File: config.mk
export PLATFORM = sky130hd
export DESIGN_NAME = lfu_req_gen_flat
export DESIGN_NICKNAME = d
export VERILOG_FILES = /design/src/rtl/lfu_pkg.sv /design/src/rtl/lfu_req_gen_if.sv /design/src/rtl/btn_debounce.sv /design/src/rtl/lfu_req_gen.sv /design/src/flat_wrapper.sv
export SDC_FILE = /design/constraint.sdc
export NUM_CORES = 1
export LEC_CHECK = 0
export CAP_MARGIN = 20
export CORE_ASPECT_RATIO = 1.1
export CORE_MARGIN = 4
export CORE_UTILIZATION = 25
export CTS_BUF_LIST = sky130_fd_sc_hd__clkbuf_2 sky130_fd_sc_hd__clkbuf_4 sky130_fd_sc_hd__clkbuf_8
export DETAILED_ROUTE_END_ITERATION = 16
export PLACE_DENSITY = 0.44
export SYNTH_ARGS = -nofsm -noshare
export SYNTH_HDL_FRONTEND = slang
export SYNTH_SLANG_ARGS = --single-unit
File: constraint.sdc
create_clock -name clk -period 2.4 [get_ports clk]
set_input_delay 0.36 -clock clk [delete_from_list [all_inputs] [get_ports clk]]
set_output_delay 0.36 -clock clk [all_outputs]
set_load 0.005 [all_outputs]
File: src/rtl/lfu_pkg.sv
// Shared types and helpers for the LFU replacement block and its request front end.
package lfu_pkg;

    localparam int NUM_WAYS = 4;

    typedef logic [1:0] way_idx_t;

    function automatic logic [NUM_WAYS-1:0] idx_to_onehot(way_idx_t idx);
        logic [NUM_WAYS-1:0] oh;
        oh      = '0;
        oh[idx] = 1'b1;
        return oh;
    endfunction

endpackage

File: src/rtl/lfu_req_gen_if.sv
// Valid/ready request channel from the request generator to the LFU block.
interface lfu_req_gen_if;
    import lfu_pkg::*;

    logic                req_valid;
    way_idx_t            req_idx;
    logic [NUM_WAYS-1:0] req_onehot;
    logic                req_ready;

    modport master (output req_valid, req_idx, req_onehot, input  req_ready);
    modport slave  (input  req_valid, req_idx, req_onehot, output req_ready);

endinterface

File: src/rtl/btn_debounce.sv
// Two-flop synchroniser plus counter debounce for one pushbutton; press pulses
// for one cycle after the stable level rises.
module btn_debounce #(
    parameter int DEBOUNCE_CYCLES = 16
) (
    input  logic clk,
    input  logic rst,
    input  logic raw,
    output logic level,
    output logic press
);

    localparam int                CNT_W    = $clog2(DEBOUNCE_CYCLES + 1);
    localparam logic [CNT_W-1:0] CNT_LAST = CNT_W'(DEBOUNCE_CYCLES - 1);

    logic             sync_p0;
    logic             sync_p1;
    logic             level_d;
    logic [CNT_W-1:0] cnt;

    always_ff @(posedge clk or posedge rst) begin
        if (rst) begin
            sync_p0 <= 1'b0;
            sync_p1 <= 1'b0;
            level   <= 1'b0;
            level_d <= 1'b0;
            cnt     <= '0;
        end else begin
            sync_p0 <= raw;
            sync_p1 <= sync_p0;
            level_d <= level;
            // The edge that would bring cnt to DEBOUNCE_CYCLES flips the level instead.
            if (sync_p1 != level) begin
                if (cnt == CNT_LAST) begin
                    level <= ~level;
                    cnt   <= '0;
                end else begin
                    cnt <= cnt + CNT_W'(1);
                end
            end else begin
                cnt <= '0;
            end
        end
    end

    assign press = level & ~level_d;

endmodule

File: src/rtl/lfu_req_gen.sv
// Turns debounced button presses into one-at-a-time LFU access requests through
// a pending-bit arbiter and a small FIFO.
module lfu_req_gen
    import lfu_pkg::*;
#(
    parameter int DEBOUNCE_CYCLES = 16,
    parameter int FIFO_DEPTH      = 4
) (
    input  logic                        clk,
    input  logic                        rst,
    input  logic [NUM_WAYS-1:0]         btn_raw,
    lfu_req_gen_if.master               req,
    output logic [$clog2(FIFO_DEPTH):0] fifo_count,
    output logic                        overflow
);

    localparam int                PTR_W = $clog2(FIFO_DEPTH);
    localparam int                CNT_W = PTR_W + 1;
    localparam logic [CNT_W-1:0] FULL  = CNT_W'(FIFO_DEPTH);

    logic [NUM_WAYS-1:0] stable_unused;
    logic [NUM_WAYS-1:0] press;
    logic [NUM_WAYS-1:0] pending;
    logic [NUM_WAYS-1:0] pending_n;
    way_idx_t            mem [FIFO_DEPTH];
    logic [PTR_W-1:0]    wr_ptr;
    logic [PTR_W-1:0]    rd_ptr;
    way_idx_t            push_idx;
    logic                push;
    logic                pop;
    logic                collide;

    for (genvar i = 0; i < NUM_WAYS; i++) begin : g_btn
        btn_debounce #(.DEBOUNCE_CYCLES(DEBOUNCE_CYCLES)) u_db (
            .clk   (clk),
            .rst   (rst),
            .raw   (btn_raw[i]),
            .level (stable_unused[i]),
            .press (press[i])
        );
    end

    always_comb begin
        push_idx = '0;
        // Descending scan so the lowest set pending bit wins.
        for (int i = NUM_WAYS - 1; i >= 0; i--) begin
            if (pending[i]) push_idx = way_idx_t'(i);
        end
        pop     = req.req_valid && req.req_ready;
        push    = (|pending) && ((fifo_count < FULL) || pop);
        collide = |(press & pending);
        pending_n = pending;
        if (push) pending_n[push_idx] = 1'b0;
        pending_n = pending_n | press;
    end

    always_ff @(posedge clk or posedge rst) begin
        if (rst) begin
            pending    <= '0;
            wr_ptr     <= '0;
            rd_ptr     <= '0;
            fifo_count <= '0;
            overflow   <= 1'b0;
            for (int i = 0; i < FIFO_DEPTH; i++) mem[i] <= '0;
        end else begin
            pending <= pending_n;
            if (collide) overflow <= 1'b1;
            if (push) begin
                mem[wr_ptr] <= push_idx;
                wr_ptr      <= wr_ptr + PTR_W'(1);
            end
            if (pop) rd_ptr <= rd_ptr + PTR_W'(1);
            case ({push, pop})
                2'b10:   fifo_count <= fifo_count + CNT_W'(1);
                2'b01:   fifo_count <= fifo_count - CNT_W'(1);
                default: fifo_count <= fifo_count;
            endcase
        end
    end

    assign req.req_valid  = (fifo_count != '0);
    assign req.req_idx    = req.req_valid ? mem[rd_ptr] : '0;
    assign req.req_onehot = req.req_valid ? idx_to_onehot(mem[rd_ptr]) : '0;

endmodule
File: src/flat_wrapper.sv
// flat-port wrapper written by rule: the top's interface ports become plain ports
module lfu_req_gen_flat import lfu_pkg::*;
#(
    parameter int DEBOUNCE_CYCLES = 16,
    parameter int FIFO_DEPTH      = 4
)
  (clk, rst, btn_raw, fifo_count, overflow, req_req_valid, req_req_idx, req_req_onehot, req_req_ready);
  lfu_req_gen_if req_i ();
  input  logic clk;
  input  logic rst;
  input  logic [NUM_WAYS-1:0] btn_raw;
  output logic [$clog2(FIFO_DEPTH):0] fifo_count;
  output logic overflow;
  output wire logic [$bits(req_i.req_valid)-1:0] req_req_valid;
  output wire logic [$bits(req_i.req_idx)-1:0] req_req_idx;
  output wire logic [$bits(req_i.req_onehot)-1:0] req_req_onehot;
  input wire logic [$bits(req_i.req_ready)-1:0] req_req_ready;
  assign req_req_valid = req_i.req_valid;
  assign req_req_idx = req_i.req_idx;
  assign req_req_onehot = req_i.req_onehot;
  assign req_i.req_ready = req_req_ready;
  lfu_req_gen #(.DEBOUNCE_CYCLES(DEBOUNCE_CYCLES), .FIFO_DEPTH(FIFO_DEPTH)) u_core (.clk(clk), .rst(rst), .btn_raw(btn_raw), .req(req_i), .fifo_count(fifo_count), .overflow(overflow));
endmodule
# Yosys cells after proc, flatten, opt, wreduce, memory -nomap -nowiden
# Cells that the tools add are included.
dict set report word_totals {
  mem_bits_rw 0
  in_bits 7
  latchBits 0
  n_memories 0
  regBits 56
  romBits 0
}
dict set report classes {
  muxes 26
  multipliers 0
  reduce_logical 14
  n_eq_ne 10
  div_mod_pow 0
  n_addsub 8
  shift 0
  order_cmp 8
  n_bitwise 18
}
# op n
set ops {}
lappend ops {{$mux 5} 8}
lappend ops {{$add 5x1->5 const B} 4}
lappend ops {{$eq 5x4->1 const B} 4}
lappend ops {{$mux 2} 8}
lappend ops {{$and 4x4->4} 2}
lappend ops {{$bwmux 8} 1}
lappend ops {{$mux 4} 2}
lappend ops {{$not 1->1} 8}
lappend ops {{$reduce_and 2->1} 4}
lappend ops {{$reduce_or 4->1} 2}
lappend ops {{$ge 3x3->1 const B} 2}
lappend ops {{$lt 2x3->1 const B} 2}
lappend ops {{$not 2->3} 2}
lappend ops {{$pmux 3 s2} 1}
lappend ops {{$logic_and 1x1->1} 5}
lappend ops {{$add 2x1->2 const B} 2}
lappend ops {{$and 1x1->1} 4}
lappend ops {{$bmux 2 s2} 1}
lappend ops {{$demux 1 s2} 2}
lappend ops {{$demux 2 s2} 1}
lappend ops {{$ge 2x1->1 const B} 2}
lappend ops {{$ne 1x1->1} 4}
lappend ops {{$not 4->4} 1}
lappend ops {{$or 4x4->4} 1}
lappend ops {{other kinds (10)} 11}

# Depth between registers and ports, before layout
# Gate-level depths: netlist of the first run.
dict set report depth {
  word_depth 12
  ltp_mapped 9
  mapped_depth_nobuf 8
}

# By module
# Synthesis of the first run repeated with hierarchy kept, for this count alone.
dict set report hier_totals {
  hier_cells 198
  area_unflattened_um2 2451.1
}
# mod seq_area_each_um2 cells_each area_per_inst_um2 instances
set modules_own_cells {}
lappend modules_own_cells {btn_debounce 225.2 26 342.8 4}
lappend modules_own_cells {lfu_req_gen 500.5 94 1079.8 1}

# Worst setup path after synthesis of the first run
# OpenSTA, ideal clock, no wires.
dict set report synth_path {
  path_type {flip-flop to flip-flop}
  start {reg u_core.pending[0]}
  end {reg u_core.fifo_count[1]}
  path_slack_ps 129
  path_stages_with_launch 8
  period_less_slack_ps 2271
  path_buffers 1
  t_arrival_ps 2147
  setup_ps 125
  path_cell_list {dfrtp_1 > or4_1 > buf_6 > and2_4 > inv_1 > ha_1 > fa_1 > mux2_2}
}
dict set report synth_between {
  elab_chain_len 4
}
# element line
set synth_rtl {}
lappend synth_rtl {{start, declared} lfu_req_gen.sv:23} ;# logic [NUM_WAYS-1:0] pending;
lappend synth_rtl {{start signal, assigned} lfu_req_gen.sv:66} ;# pending <= pending_n;
lappend synth_rtl {{$reduce_or 4->1 (*)} lfu_req_gen.sv:50} ;# push = (|pending) && ((fifo_count < FULL) || pop);
lappend synth_rtl {{$logic_and 1x1->1 (*)} lfu_req_gen.sv:50}
lappend synth_rtl {{$eq 2x1->1 / $eq 2x2->1 (equally long branches)} lfu_req_gen.sv:73} ;# case ({push, pop})
lappend synth_rtl {{$pmux 3 s2 / $reduce_bool 2->1 (equally long branches)} --}
lappend synth_rtl {{end signal, assigned} lfu_req_gen.sv:74} ;# 2'b10: fifo_count <= fifo_count + CNT_W'(1);
lappend synth_rtl {{end signal, assigned} lfu_req_gen.sv:75} ;# 2'b01: fifo_count <= fifo_count - CNT_W'(1);
lappend synth_rtl {{end signal, assigned} lfu_req_gen.sv:76} ;# default: fifo_count <= fifo_count;
lappend synth_rtl {{end, declared} lfu_req_gen.sv:13} ;# output logic [$clog2(FIFO_DEPTH):0] fifo_count,
# Every way passes the cells marked *; elsewhere a longest branch is shown, timed or not.
# A chain may end at the register's enable or synchronous reset.

# Worst setup path after layout of the first run
dict set report layout_path {
  start {reg u_core.rd_ptr[0]}
  end {out req_req_idx[0]}
}
dict set report layout_between {
  elab_chain_len 5
}
# element line
set layout_rtl {}
lappend layout_rtl {{start, declared} lfu_req_gen.sv:27} ;# logic [PTR_W-1:0] rd_ptr;
lappend layout_rtl {{start signal, assigned} lfu_req_gen.sv:72} ;# if (pop) rd_ptr <= rd_ptr + PTR_W'(1);
lappend layout_rtl {{$not 2->3 (not written as such)} lfu_req_gen.sv:82} ;# assign req.req_idx = req.req_valid ? mem[rd_ptr] : '0;
lappend layout_rtl {{$bmux 2 s2} lfu_req_gen.sv:82}
lappend layout_rtl {{$mux 2 (not written as such) (2 in series)} lfu_req_gen.sv:82}
lappend layout_rtl {{$mux 2} lfu_req_gen.sv:82}
lappend layout_rtl {{end, declared} flat_wrapper.sv:15} ;# output wire logic [$bits(req_i.req_idx)-1:0] req_req_idx;
# Every way passes these cells. The select of a mux whose other input is x is not followed.

==> results.py, run 1 <==
metrics = {
    "run_status": {
        "status": "finished, final reports clean",
    },
    "clocking": {
        "holdBufCountCts": 0,
        "cts_buffers": 5,
        "clockBufferDepth": 2,
        "insertion_delay_ns": 0.30,
        "numClockSinks": 56,
        "cts_tree": "yes",
        "root_buffer": "clkbuf_8",
        "path_clk_slew_ns": 0.10,
        "htreeDepth": 2,
        "cts_setup_buffers": 0,
    },
    "routing": {
        "drtIter0Drc": 35,
        "viasPerCell": 4.35,
        "wl_um": 3950,
        "vias": 1497,
        "dr.pass1.iters": 4,
        "drcViolationCount": 0,
        "ant_nets": 0,
        "wl_per_cell_um": 11.5,
    },
    "logic_synthesis": {
        "syn_inst": 195,
        "ys_ff_latch": 56,
        "synth_area_leaders": "dfrtp_1 58%, xor2_1 5.1%, ha_1 4.7%, mux2_2 3.3%, nor2_1 2.7%",
        "ys_seq_area_frac": 0.583,
        "syn_avg_cell_area_um2": 12.3,
        "yosys.area.top_type": "dfrtp_1",
        "synth.top_cell.area_share": 0.583,
        "synth-warning-count": 0,
        "synthDistinctLibCells": 36,
        "syn-num-nets": 212,
        "netlist_area_um2": 2400,
        "synth_ff_type": "dfrtp_1",
        "synth_edf_count": 0,
        "synth_async_sr_flop_share": 1.00,
    },
    "timing": {
        "hold_violations": 0,
        "rsz0062_at_grt": "yes",
        "setup_viol": 0,
        "skew_ns": 0.00432,
        "fin_crit_ns": 2.32,
        "slew_viol_final": 0,
        "maxSlewHeadroom": 0.720,
        "fmax_mhz": 432,
        "worstMarginPinSlew_ns": 0.409,
        "finalCritPeriodShare": 0.965,
    },
    "hold_path": {
        "min_path_cells": 0,
        "worstHoldEndpoint": "u_core.g_btn[3].u_db.sync_p1$_DFF_PP0_",
        "hold_path.class": "reg2reg",
        "hold_start": "u_core.g_btn[3].u_db.sync_p0$_DFF_PP0_",
    },
    "floorplanning": {
        "core_um2": 9350,
        "fp-row-count": 37,
        "dieArea_um2": 11300,
        "start_util": 0.257,
        "io-pin-count": 18,
        "fp.dieH_um": 111,
        "fp.dieW_um": 102,
    },
    "critical_path": {
        "rrSetupSlack_ns": 0.21,
        "cp-end-kind": "primary output",
        "arrival_ns": 1.96,
        "worstPathRequired_ns": 2.04,
        "cp_max_fo": 5,
        "r2r-end": "u_core.fifo_count[1]$_DFFE_PP0P_",
        "crit_type": "reg2out",
        "reg2reg_depth": 6,
        "timing.rr.start": "u_core.pending[3]$_DFF_PP0_",
        "startpoint_type": "flop",
    },
    "final_layout": {
        "design_area_um2": 2940,
        "fin_cells": 344,
        "syn_to_final_growth_pct": 22.3,
        "antennaDiodeCount": 0,
        "finalNetCount": 243,
        "drive_gt1_frac": 0.167,
    },
    "global_route": {
        "grt_use_total": 0.0787,
        "grt_max_degree": 39,
        "grt_pass1_wl_um": 7130,
        "first_global_vias": 1531,
        "grt_overflow": 0,
        "antenna_found_initial": 0,
    },
    "placement": {
        "post-place-cells": 336,
        "placed_area_um2": 2790,
        "io_buffers": 17,
        "gp_congestion": 0.705,
        "hpwl_um": 2840,
    },
    "power": {
        "p_per_area_nw_per_um2": 788,
        "p_total_mw": 2.32,
        "worst_ir_drop_vdd_v": 0.000336,
        "leakagePower_nw": 1.43,
    },
    "run": {
        "maxCapViolations": 0,
    },
}
==> worst max-delay path: stages, from the launching register on <==
cell             delay (ns)
dfrtp_1                0.38
buf_6                  0.14
mux2i_1                0.40
nand2b_1               0.22
a21oi_2                0.07
clkdlybuf4s50_1        0.44
==> area by class of cell <==
cell class	count	area [um2]
Tap cell	117	146
Timing Repair Buffer	26	256
Clock inverter	1	30.0
Multi-Input combinational cell	126	970
Inverter	11	41.3
Clock buffer	7	96.3
Fill cell	964	6410
Sequential cell	56	1400
==> layout by cell type (no fill, tap or decap), types with 2 or more instances in the layout <==
cell and count:
xor2_1 14, dlygate4sd2_1 2, dlymetal6s2s_1 2, o32ai_1 2, buf_4 7, nand3_2 4, clkbuf_8 7, nor2_1 17
mux2_2 7, mux2_1 4, and2_1 6, nor2b_1 4, nand2b_1 6, or2_2 2, o21ai_0 6, nand3_1 10
dfrtp_1 56, and3_1 5, xnor2_1 3, ha_1 9, nand2_1 5, inv_1 10, clkdlybuf4s50_1 13, a22o_1 4
==> flip-flops by register name, indices dropped and copies added, names as in the netlist <==
name / flops
u_core.wr_ptr: 2
u_core.rd_ptr: 2
u_core.fifo_count: 3
u_core.g_btn.u_db.sync_p0: 4
u_core.g_btn.u_db.sync_p1: 4
u_core.g_btn.u_db.level_d: 4
u_core.mem: 8
u_core.g_btn.u_db.level: 4
u_core.pending: 4
u_core.overflow: 1
u_core.g_btn.u_db.cnt: 20
==> worst max-delay path by stage <==
stage                                       startpoint                          endpoint  slack [ns]
after floorplan            u_core.pending[0]$_DFF_PP0_  u_core.fifo_count[1]$_DFFE_PP0P_        0.13
after global placement                   req_req_ready  u_core.fifo_count[2]$_DFFE_PP0P_        0.12
final                     u_core.rd_ptr[0]$_DFFE_PP0P_                    req_req_idx[0]        0.08
after CTS                 u_core.rd_ptr[0]$_DFFE_PP0P_                 req_req_onehot[3]        0.01
after global routing      u_core.rd_ptr[0]$_DFFE_PP0P_                    req_req_idx[0]       -0.05
after detailed placement                 req_req_ready  u_core.fifo_count[2]$_DFFE_PP0P_         0.1
==> cells in the mapped netlist, types with 2 or more instances <==
library cell and n:
nor2b_1 4, dfrtp_1 56, inv_1 11, and2_1 6
mux2_2 7, a21oi_1 2, o32ai_1 3, nor2_1 17
nand2_1 5, o21ai_0 6, or2_2 2, nand3_1 10
ha_1 9, nand2b_1 6, xnor2_1 3, nand3_2 4
mux2i_1 2, mux2_1 4, xor2_1 14, a22o_1 4
and3_1 5
==> metrics by stage <==
step | setup WS, ns | util | hold slack, ns | setup TNS, ns
after floorplan | 0.129 | - | 0.331 | 0
after global placement | 0.119 | 0.298 | 0.331 | 0
after detailed placement | 0.0954 | 0.298 | 0.336 | 0
after CTS | 0.0139 | 0.311 | 0.353 | 0
after global routing | -0.0517 | 0.315 | 0.376 | -0.0517
final | 0.0831 | 0.315 | 0.353 | 0
==> report_power, final <==
part | internal [mW] | switching [mW] | total (mW)
clock network | 0.368 | 0.294 | 0.662
registers | 1.02 | 0.0771 | 1.09
logic | 0.324 | 0.240 | 0.564
==> cells by family (layout without fill, tap and decap cells) <==
| logic type | Yosys count | in the layout | synth area share |
|---|---|---|---|
| buffers and inverters | 13 | 45 | 0.0239 |
| DFF | 56 | 56 | 0.583 |
| AOI/OAI and AO/OA | 22 | 22 | 0.0666 |
| muxes | 13 | 13 | 0.0598 |
| and+or+nand+nor | 63 | 63 | 0.143 |
| adders and majority gates | 10 | 10 | 0.0552 |
| xor gates and xnor gates | 18 | 18 | 0.0687 |
==> metal layers <==
layer  vias up  track usage  part of all wire
met4         0       0.0319             0.019
met1       733       0.0990              0.46
met2        30        0.125              0.49
met5         -            0                 0
met3         8       0.0233             0.040
li1        726            -                 -
==> timing repair <==
| action | in CTS | in global routing |
|---|---|---|
| pin swaps | 0 | 0 |
| resized for setup | 3 | 6 |
| endpoints found under the setup margin | 3 | 3 |
Note: power is estimated with default switching activity, not from simulation.
==> run 2: changes to the inputs <==
--- a/config.mk
+++ b/config.mk
@@ -9,7 +9,7 @@
 export CORE_ASPECT_RATIO = 1.1
 export CORE_MARGIN = 4
 export CORE_UTILIZATION = 25
-export CTS_BUF_LIST = sky130_fd_sc_hd__clkbuf_2 sky130_fd_sc_hd__clkbuf_4 sky130_fd_sc_hd__clkbuf_8
+export CTS_BUF_LIST = sky130_fd_sc_hd__clkbuf_16
 export DETAILED_ROUTE_END_ITERATION = 16
 export PLACE_DENSITY = 0.44
 export SYNTH_ARGS = -nofsm -noshare
==> run 2 against run 1 <==
Critical path depth shrank 1. Via count about the same. Largest cell class unchanged. Worst setup slack improved by 0.016 ns. Die area is the same. Sequential power about the same. Global-route usage barely moved. Flip-flop and latch count did not move. Cell count unchanged. Clock power up 20%.
==> results.py, run 2 (synthesis results as in run 1) <==
metrics = {
    "final_layout": {
        "finalNetCount": 243,
        "design_area_um2": 2980,
        "top_register": "u_core.g_btn.u_db.cnt",
        "drive_gt1_frac": 0.163,
        "reg_top3": "u_core.g_btn.u_db.cnt: 20 flops, u_core.mem: 8 flops",
        "post-route-util": 0.319,
        "fillers": 965,
        "layout_commonest_cell": "dfrtp_1",
        "antennaDiodeCount": 0,
        "final_cell_mix": "55 x dfrtp_1, 17 x nor2_1, 14 x xor2_1, 14 x clkdlybuf4s50_1",
        "largest_reg_flops": 20,
        "syn_to_final_growth_pct": 23.9,
    },
    "clocking": {
        "insertion_delay_ns": 0.28,
        "cts_buffers": 5,
        "path_clk_slew_ns": 0.07,
        "numClockSinks": 56,
        "clockBufferDepth": 2,
        "cts_tree": "yes",
        "root_buffer": "clkbuf_16",
        "htreeDepth": 2,
        "holdBufCountCts": 0,
    },
    "global_route": {
        "antenna_found_initial": 0,
        "grt_pass1_wl_um": 7130,
        "first_global_vias": 1535,
        "grt_use_total": 0.0790,
        "grt_max_degree": 39,
        "grt_overflow": 0,
    },
    "hold_path": {
        "hold_path.class": "reg2reg",
    },
    "timing": {
        "skew_ns": 0.00632,
        "hold_ws_ns": 0.345,
        "fmax_mhz": 435,
        "setup_viol": 0,
        "fin_tns_setup_ns": 0,
        "hold_violations": 0,
        "slew_viol_final": 0,
        "fin_crit_ns": 2.30,
        "maxSlewHeadroom": 0.724,
        "finalCritPeriodShare": 0.959,
        "worstMarginPinSlew_ns": 0.403,
    },
    "critical_path": {
        "cp_max_fo": 3,
        "startpoint_type": "flop",
        "crit_type": "reg2out",
        "arrival_ns": 1.94,
        "rrSetupSlack_ns": 0.22,
        "worstPathRequired_ns": 2.04,
        "cp-end-kind": "primary output",
    },
    "floorplanning": {
        "start_util": 0.257,
        "fp-row-count": 37,
        "fp.dieH_um": 111,
        "io-pin-count": 18,
        "core_um2": 9350,
        "fp.dieW_um": 102,
        "dieArea_um2": 11300,
    },
    "placement": {
        "gp_congestion": 0.705,
        "hpwl_um": 2840,
        "io_buffers": 17,
        "placed_area_um2": 2790,
    },
    "routing": {
        "viasPerCell": 4.35,
        "drtIter0Drc": 38,
        "ant_nets": 0,
        "wl_um": 3930,
        "vias": 1496,
        "drcViolationCount": 0,
        "wl_per_cell_um": 11.4,
        "dr.pass1.iters": 4,
    },
    "power": {
        "p_per_area_nw_per_um2": 825,
        "p_total_mw": 2.46,
        "p_comb_frac": 0.231,
        "netSwitchingPower_uw": 629,
        "leakagePower_nw": 1.44,
        "switching_share": 0.256,
        "p_seq_frac": 0.445,
        "worst_ir_drop_vdd_v": 0.000246,
        "power.share.clock": 0.324,
        "p_int_mw": 1.83,
    },
    "run_status": {
        "status": "finished, final reports clean",
    },
    "run": {
        "maxCapViolations": 0,
    },
}
## run 2: layer usage
| layer | GRT usage | up-vias | share of wire |
|---|---|---|---|
| met5 | 0 | - | 0 |
| li1 | - | 730 | - |
| met4 | 0.0319 | 0 | 0.012 |
| met1 | 0.0990 | 737 | 0.45 |
| met2 | 0.126 | 25 | 0.50 |
| met3 | 0.0233 | 4 | 0.038 |
## run 2: worst max-delay path: stages, from the launching register on
cell             delay (ns)
dfrtp_1                0.37
mux2_2                 0.35
or2_2                  0.30
o32ai_2                0.10
clkdlybuf4s50_1        0.54
## run 2: power by group through the flow
stage	clock, mW	sequential [mW]	combinational [mW]
finish	0.797	1.10	0.567
global route	0.874	1.11	0.644
CTS	0.836	1.09	0.549
detailed placement	0	1.11	0.556
global placement	0	1.11	0.551
floorplan	0	1.09	0.308
## run 2: timing repair
item	4_1_cts	5_1_grt
endpoints found under the setup margin	1	4
gates resized for setup	1	8
setup buffers	0	0
## run 2: final cells by class
cell class / count / area (um2) / share of cell area
clock buffers: 5 / 125 / 0.0420
clock inverters: 3 / 37.5 / 0.0126
inverters: 11 / 41.3 / 0.0139
multi-input cells: 126 / 970 / 0.325
flip-flops and latches: 56 / 1400 / 0.471
well taps: 117 / 146 / 0.0491
repair buffers: 26 / 258 / 0.0865
## run 2: final timing paths
kind | start | to | depth (start not counted)
max | u_core.rd_ptr[0]$_DFFE_PP0P_ | req_req_onehot[1] | 4
min | u_core.g_btn[3].u_db.sync_p0$_DFF_PP0_ | u_core.g_btn[3].u_db.sync_p1$_DFF_PP0_ | 0
max reg2reg | u_core.pending[3]$_DFF_PP0_ | u_core.fifo_count[1]$_DFFE_PP0P_ | 6
min reg2reg | u_core.g_btn[3].u_db.sync_p0$_DFF_PP0_ | u_core.g_btn[3].u_db.sync_p1$_DFF_PP0_ | 0
max in group asynchronous | rst | u_core.fifo_count[2]$_DFFE_PP0P_ | 3
min in group asynchronous | rst | u_core.g_btn[2].u_db.cnt[2]$_DFF_PP0_ | 2
## run 2: through the flow
step           instances  setup slack (ns)
4_1_cts              344           0.00370
5_1_grt              344           -0.0168
3_3_place_gp         336             0.119
2_1_floorplan        195             0.129
6_report             344            0.0992
3_5_place_dp         336            0.0954
==> RTL edit 1: new RTL, flow settings as in run 2 <==
`DEBOUNCE_CYCLES` is set to 16 in 3 places; all go to 32.
--- a/src/rtl/btn_debounce.sv
+++ b/src/rtl/btn_debounce.sv
@@ -1,7 +1,7 @@
 // Two-flop synchroniser plus counter debounce for one pushbutton; press pulses
 // for one cycle after the stable level rises.
 module btn_debounce #(
-    parameter int DEBOUNCE_CYCLES = 16
+    parameter int DEBOUNCE_CYCLES = 32
 ) (
     input  logic clk,
     input  logic rst,
--- a/src/rtl/lfu_req_gen.sv
+++ b/src/rtl/lfu_req_gen.sv
@@ -3,7 +3,7 @@
 module lfu_req_gen
     import lfu_pkg::*;
 #(
-    parameter int DEBOUNCE_CYCLES = 16,
+    parameter int DEBOUNCE_CYCLES = 32,
     parameter int FIFO_DEPTH      = 4
 ) (
     input  logic                        clk,
--- a/src/flat_wrapper.sv
+++ b/src/flat_wrapper.sv
@@ -1,7 +1,7 @@
 // flat-port wrapper written by rule: the top's interface ports become plain ports
 module lfu_req_gen_flat import lfu_pkg::*;
 #(
-    parameter int DEBOUNCE_CYCLES = 16,
+    parameter int DEBOUNCE_CYCLES = 32,
     parameter int FIFO_DEPTH      = 4
 )
   (clk, rst, btn_raw, fifo_count, overflow, req_req_valid, req_req_idx, req_req_onehot, req_req_ready);
Check against the original RTL: same outputs for any inputs over 10 cycles, from zero or initial values and one cycle with rst high; that may be too few to reach the edited logic, so the function may still have changed.
==> RTL edit 1 against run 2 <==
Worst hold slack worse by 0.083 ns. Via count is 12% higher. Setup slack lost 0.038 ns. Sequential cell count is 4 higher. Wire length grew 11%. Design area up 13%. Register-to-register slack got worse by 0.02 ns. Area after synthesis increased by 11%. Highest routed layer unchanged.
Power is not compared: it rests on default switching activity, and its combinational part moved more than twofold at a synthesized area within 25%.
==> RTL edit 1: results (changes against run 2) <==
stage,metric,value,unit,change
cells_and_area,Non-clk invs,8,,-3
logic_synthesis,syn nets,243,,+15%
global_route,All-Layer GR Usage,8.14,%,+0.23 points
route,via count,1679,,+12%
timing,Clock Skew,0.00668,ns,+0.000363 ns
logic_synthesis,Synth Area in XOR/XNOR,8.80,%,+1.9 points
logic_synthesis,most instantiated cells after synthesis,"dfrtp_1, nor2_1, xor2_1",,
setup_path,CP Max Fanout,5,,+2
clock_network,later-pin clock latency in the skew report,0.32,ns,+0.04 ns
cells_and_area,Multi-In Gates,156,,+24%
timing,final hold slack,0.262,ns,-0.0834 ns
hold_path,Hold Crit Class,input pin to async pin,,
logic_synthesis,Netlist cell types,40,,+11%
timing,min cycle time layout,2.34,ns,+0.0384 ns
setup_path,Critical Path Start,u_core.rd_ptr[1],,
cells_and_area,non-clk buf share,7.30,%,-1.4 points
outcome,status,finished clean,,
global_route,M1 GR Usage,9.73,%,-0.17 points
clock_network,clock slew at reported path FFs,0.05,ns,-0.02 ns
logic_synthesis,Post-Synth Adder-Cell Area,4.96,%,-0.55 points
route,M1 WL,1.99,mm,+12%
setup_path,max incr delay on CP,0.52,ns,-0.02 ns
route,drt wl/cell,10.7,um,-6.3%
die,Horiz. Die Dim,107,um,+5.0%
placement,GPL Wtd Cong,0.734,,+4.1%
cells_and_area,flip-flop and latch count,60,,+7.1%
cells_and_area,layout cell share with drive strength beyond 1,15.9,%,-0.39 points
placement,Setup WS pre-CTS,0.0954,ns,-0.0000466 ns
cells_and_area,largest registers,"u_core.g_btn.u_db.cnt x24, u_core.mem x8",,
logic_synthesis,synthesized area per cell,11.8,sq um,-4.1%
timing,Least-Margin Pin Slew,0.406,ns,+0.00270 ns
global_route,pin count of the biggest net entering global routing,54,,+38%
setup_path,crit path DAT,1.98,ns,+0.04 ns
cells_and_area,area of the multi-input gates,1130,sq um,+16%
route,DR WL met3,230,um,+53%
logic_synthesis,Synth Area in Compound Gates,5.90,%,-0.76 points
RTL edit 1: cell count changes after synthesis, moves of 4 or more:
cell     delta
a21oi_1     +4
and3_1      -5
dfrtp_1     +4
inv_1       -5
mux2_1      +4
nand2_1     +4
nor2_1      +6
xnor2_1     +9
RTL edit 1: worst max path at each step:
stage / endpoint / cells past startpoint
finish: req_req_onehot[3] / 5
global placement: u_core.fifo_count[1] / 7
global route: req_req_onehot[2] / 4
detailed placement: u_core.fifo_count[1] / 7
CTS: req_req_onehot[0] / 4
floorplan: u_core.fifo_count[1] / 7
RTL edit 1: power breakdown:
group / internal [W] / switching, W / total [W]
registers: 0.00104 / 0.0000274 / 0.00107
logic: 0.0000615 / 0.0000602 / 0.000122
clock network: 0.000778 / 0.000405 / 0.00118
total: 0.00188 / 0.000492 / 0.00238
RTL edit 1: kinds of logic (layout without fill, tap and decap cells):
family          after synthesis  in the layout
compound gates               26             26
simple gates                 77             77
xor+xnor                     26             26
mux                          17             17
fa+ha+maj                    10             10
flops                        60             60
buf+inv                      10             48
==> RTL edit 2: new RTL, settings of run 2 <==
Without the edit above. Add an input register stage for `btn_raw`, with the module's reset; this delays it by one clock. The other inputs are not delayed to match.
--- a/src/rtl/lfu_req_gen.sv
+++ b/src/rtl/lfu_req_gen.sv
@@ -18,6 +18,16 @@
     localparam int                CNT_W = PTR_W + 1;
     localparam logic [CNT_W-1:0] FULL  = CNT_W'(FIFO_DEPTH);
 
+    logic [NUM_WAYS-1:0] btn_raw_q;
+
+    always_ff @(posedge clk or posedge rst) begin
+        if (rst) begin
+            btn_raw_q <= '0;
+        end else begin
+            btn_raw_q <= btn_raw;
+        end
+    end
+
     logic [NUM_WAYS-1:0] stable_unused;
     logic [NUM_WAYS-1:0] press;
     logic [NUM_WAYS-1:0] pending;
@@ -34,7 +44,7 @@
         btn_debounce #(.DEBOUNCE_CYCLES(DEBOUNCE_CYCLES)) u_db (
             .clk   (clk),
             .rst   (rst),
-            .raw   (btn_raw[i]),
+            .raw   (btn_raw_q[i]),
             .level (stable_unused[i]),
             .press (press[i])
         );
Behaviour: same outputs for any inputs over 10 cycles, from zero or initial values and one cycle with rst high; that may be too few to reach the edited logic, so the function may still have changed.
==> RTL edit 2 against run 2 <==
Total power increased by 21%. Wire length grew 9.3%. Combinational power is 6.0% higher. Cell count is 4.4% higher. Setup slack improved by 0.029 ns. Synthesized cell count grew 3.1%. Clock skew down 0.0017 ns. Design area is 7.0% higher. Highest routed layer unchanged. Count of clock-buffer cells in the layout increased by 4. Sequential cell count increased by 4. Die area rose by 4.4%. Largest cell class unchanged. Area after synthesis is 4.7% higher. Largest power group is now clock. Register-to-register slack got worse by 0.02 ns.
==> RTL edit 2: results (changes against run 2) <==
stage,metric,value,unit,change
outcome,status,finished clean,,
logic_synthesis,syn nets,218,,+2.8%
global_route,All-Layer GR Usage,8.33,%,+0.42 points
timing,Clock Skew,0.00462,ns,-0.00170 ns
global_route,grt met2 use,12.3,%,-0.35 points
timing,min cycle time layout,2.27,ns,-0.0294 ns
placement,GPL Wtd Cong,0.717,,+1.7%
setup_path,worst r2r src,u_core.pending[1],,
global_route,pin count of the biggest net entering global routing,29,,-26%
cells_and_area,Fillers,988,,+2.4%
placement,post-DP HPWL,3.04,mm,+6.9%
clock_network,later-pin clock latency in the skew report,0.32,ns,+0.04 ns
clock_network,# H-tree levels,3,,+1
setup_path,crit path DAT,1.91,ns,-0.03 ns
route,DR vias/cell,4.29,,-1.4%
cells_and_area,layout cell share with drive strength beyond 1,18.0,%,+1.7 points
pwr,maximum vdd drop,0.437,mV,+78%
logic_synthesis,Post-Synth Adder-Cell Area,5.27,%,-0.25 points
logic_synthesis,most instantiated cells after synthesis,"dfrtp_1, nor2_1, xor2_1",,
pwr,static leakage,1.56,nW,+8.0%
logic_synthesis,sequential share of the synthesized area,59.6,%,+1.3 points
global_route,number of global-route vias before repair,1600,,+4.2%
logic_synthesis,Synth Area in Compound Gates,5.37,%,-1.3 points
setup_path,CP top delay family,buffers and inverters,,
placement,Cells after DPL,343,,+2.1%
route,drt wl/cell,12.0,um,+4.8%
logic_synthesis,Area contributors post-synth,"dfrtp_1, xor2_1, ha_1, mux2_1, nor2_1",,
setup_path,reg2reg setup slack,0.20,ns,-0.02 ns
global_route,M1 GR Usage,10.2,%,+0.31 points
logic_synthesis,portion of netlist area occupied by mux cells,7.05,%,+1.1 points
clock_network,clock slew at reported path FFs,0.05,ns,-0.02 ns
cells_and_area,Final #Nets,252,,+3.7%
setup_path,Critical Path Sink,req_req_onehot[3],,
timing,relative slew slack,67.9,%,-4.5 points
[RTL edit 2: per-layer routing]
| layer | part of all wire, % | vias to the layer above | routed length [um] |
|---|---|---|---|
| met5 | 0 | - | 0 |
| met3 | 5.9 | 8 | 252 |
| met1 | 46 | 748 | 2000 |
| met2 | 45 | 32 | 1940 |
| li1 | - | 751 | - |
| met4 | 2.6 | 0 | 110 |
[RTL edit 2: kinds of logic after synthesis]
| kind of cell | count (synthesis) |
|---|---|
| simple gates | 63 |
| xor+xnor | 18 |
| mux | 16 |
| flops | 60 |
| fa+ha+maj | 10 |
| compound gates | 20 |
| buf+inv | 14 |
[RTL edit 2: timing repair]
item / CTS / global route
resized for setup: 2 / 4
pin swaps: 0 / 0
hold buffers: 0 / 0
setup endpoints to repair: 4 / 4
buffers inserted: 1 / 0
[RTL edit 2: area by class of cell]
class | count | area share [%]
clock inverter | 6 | 1.77
sequential | 60 | 47.1
inverter | 12 | 1.41
clock buffer | 9 | 7.06
tap | 120 | 4.71
multi-input combinational | 127 | 30.1
timing repair buffer | 25 | 7.81
[RTL edit 2: stage by stage]
| stage | utilization (%) | cell area (sq um) | power (W) |
|---|---|---|---|
| 3_5_place_dp | 29.3 | 2890 | 0.00180 |
| 3_3_place_gp | 29.3 | 2890 | 0.00179 |
| 6_report | 32.4 | 3190 | 0.00298 |
| 2_1_floorplan | - | 2520 | 0.00150 |
| 5_1_grt | 32.4 | 3190 | 0.00316 |
| 4_1_cts | 32.3 | 3180 | 0.00305 |
[RTL edit 2: power breakdown]
| group | total (W) | switching, W | internal [W] |
|---|---|---|---|
| Sequential | 0.00117 | 0.0000804 | 0.00109 |
| Combinational | 0.000601 | 0.000255 | 0.000346 |
| Clock | 0.00121 | 0.000427 | 0.000786 |
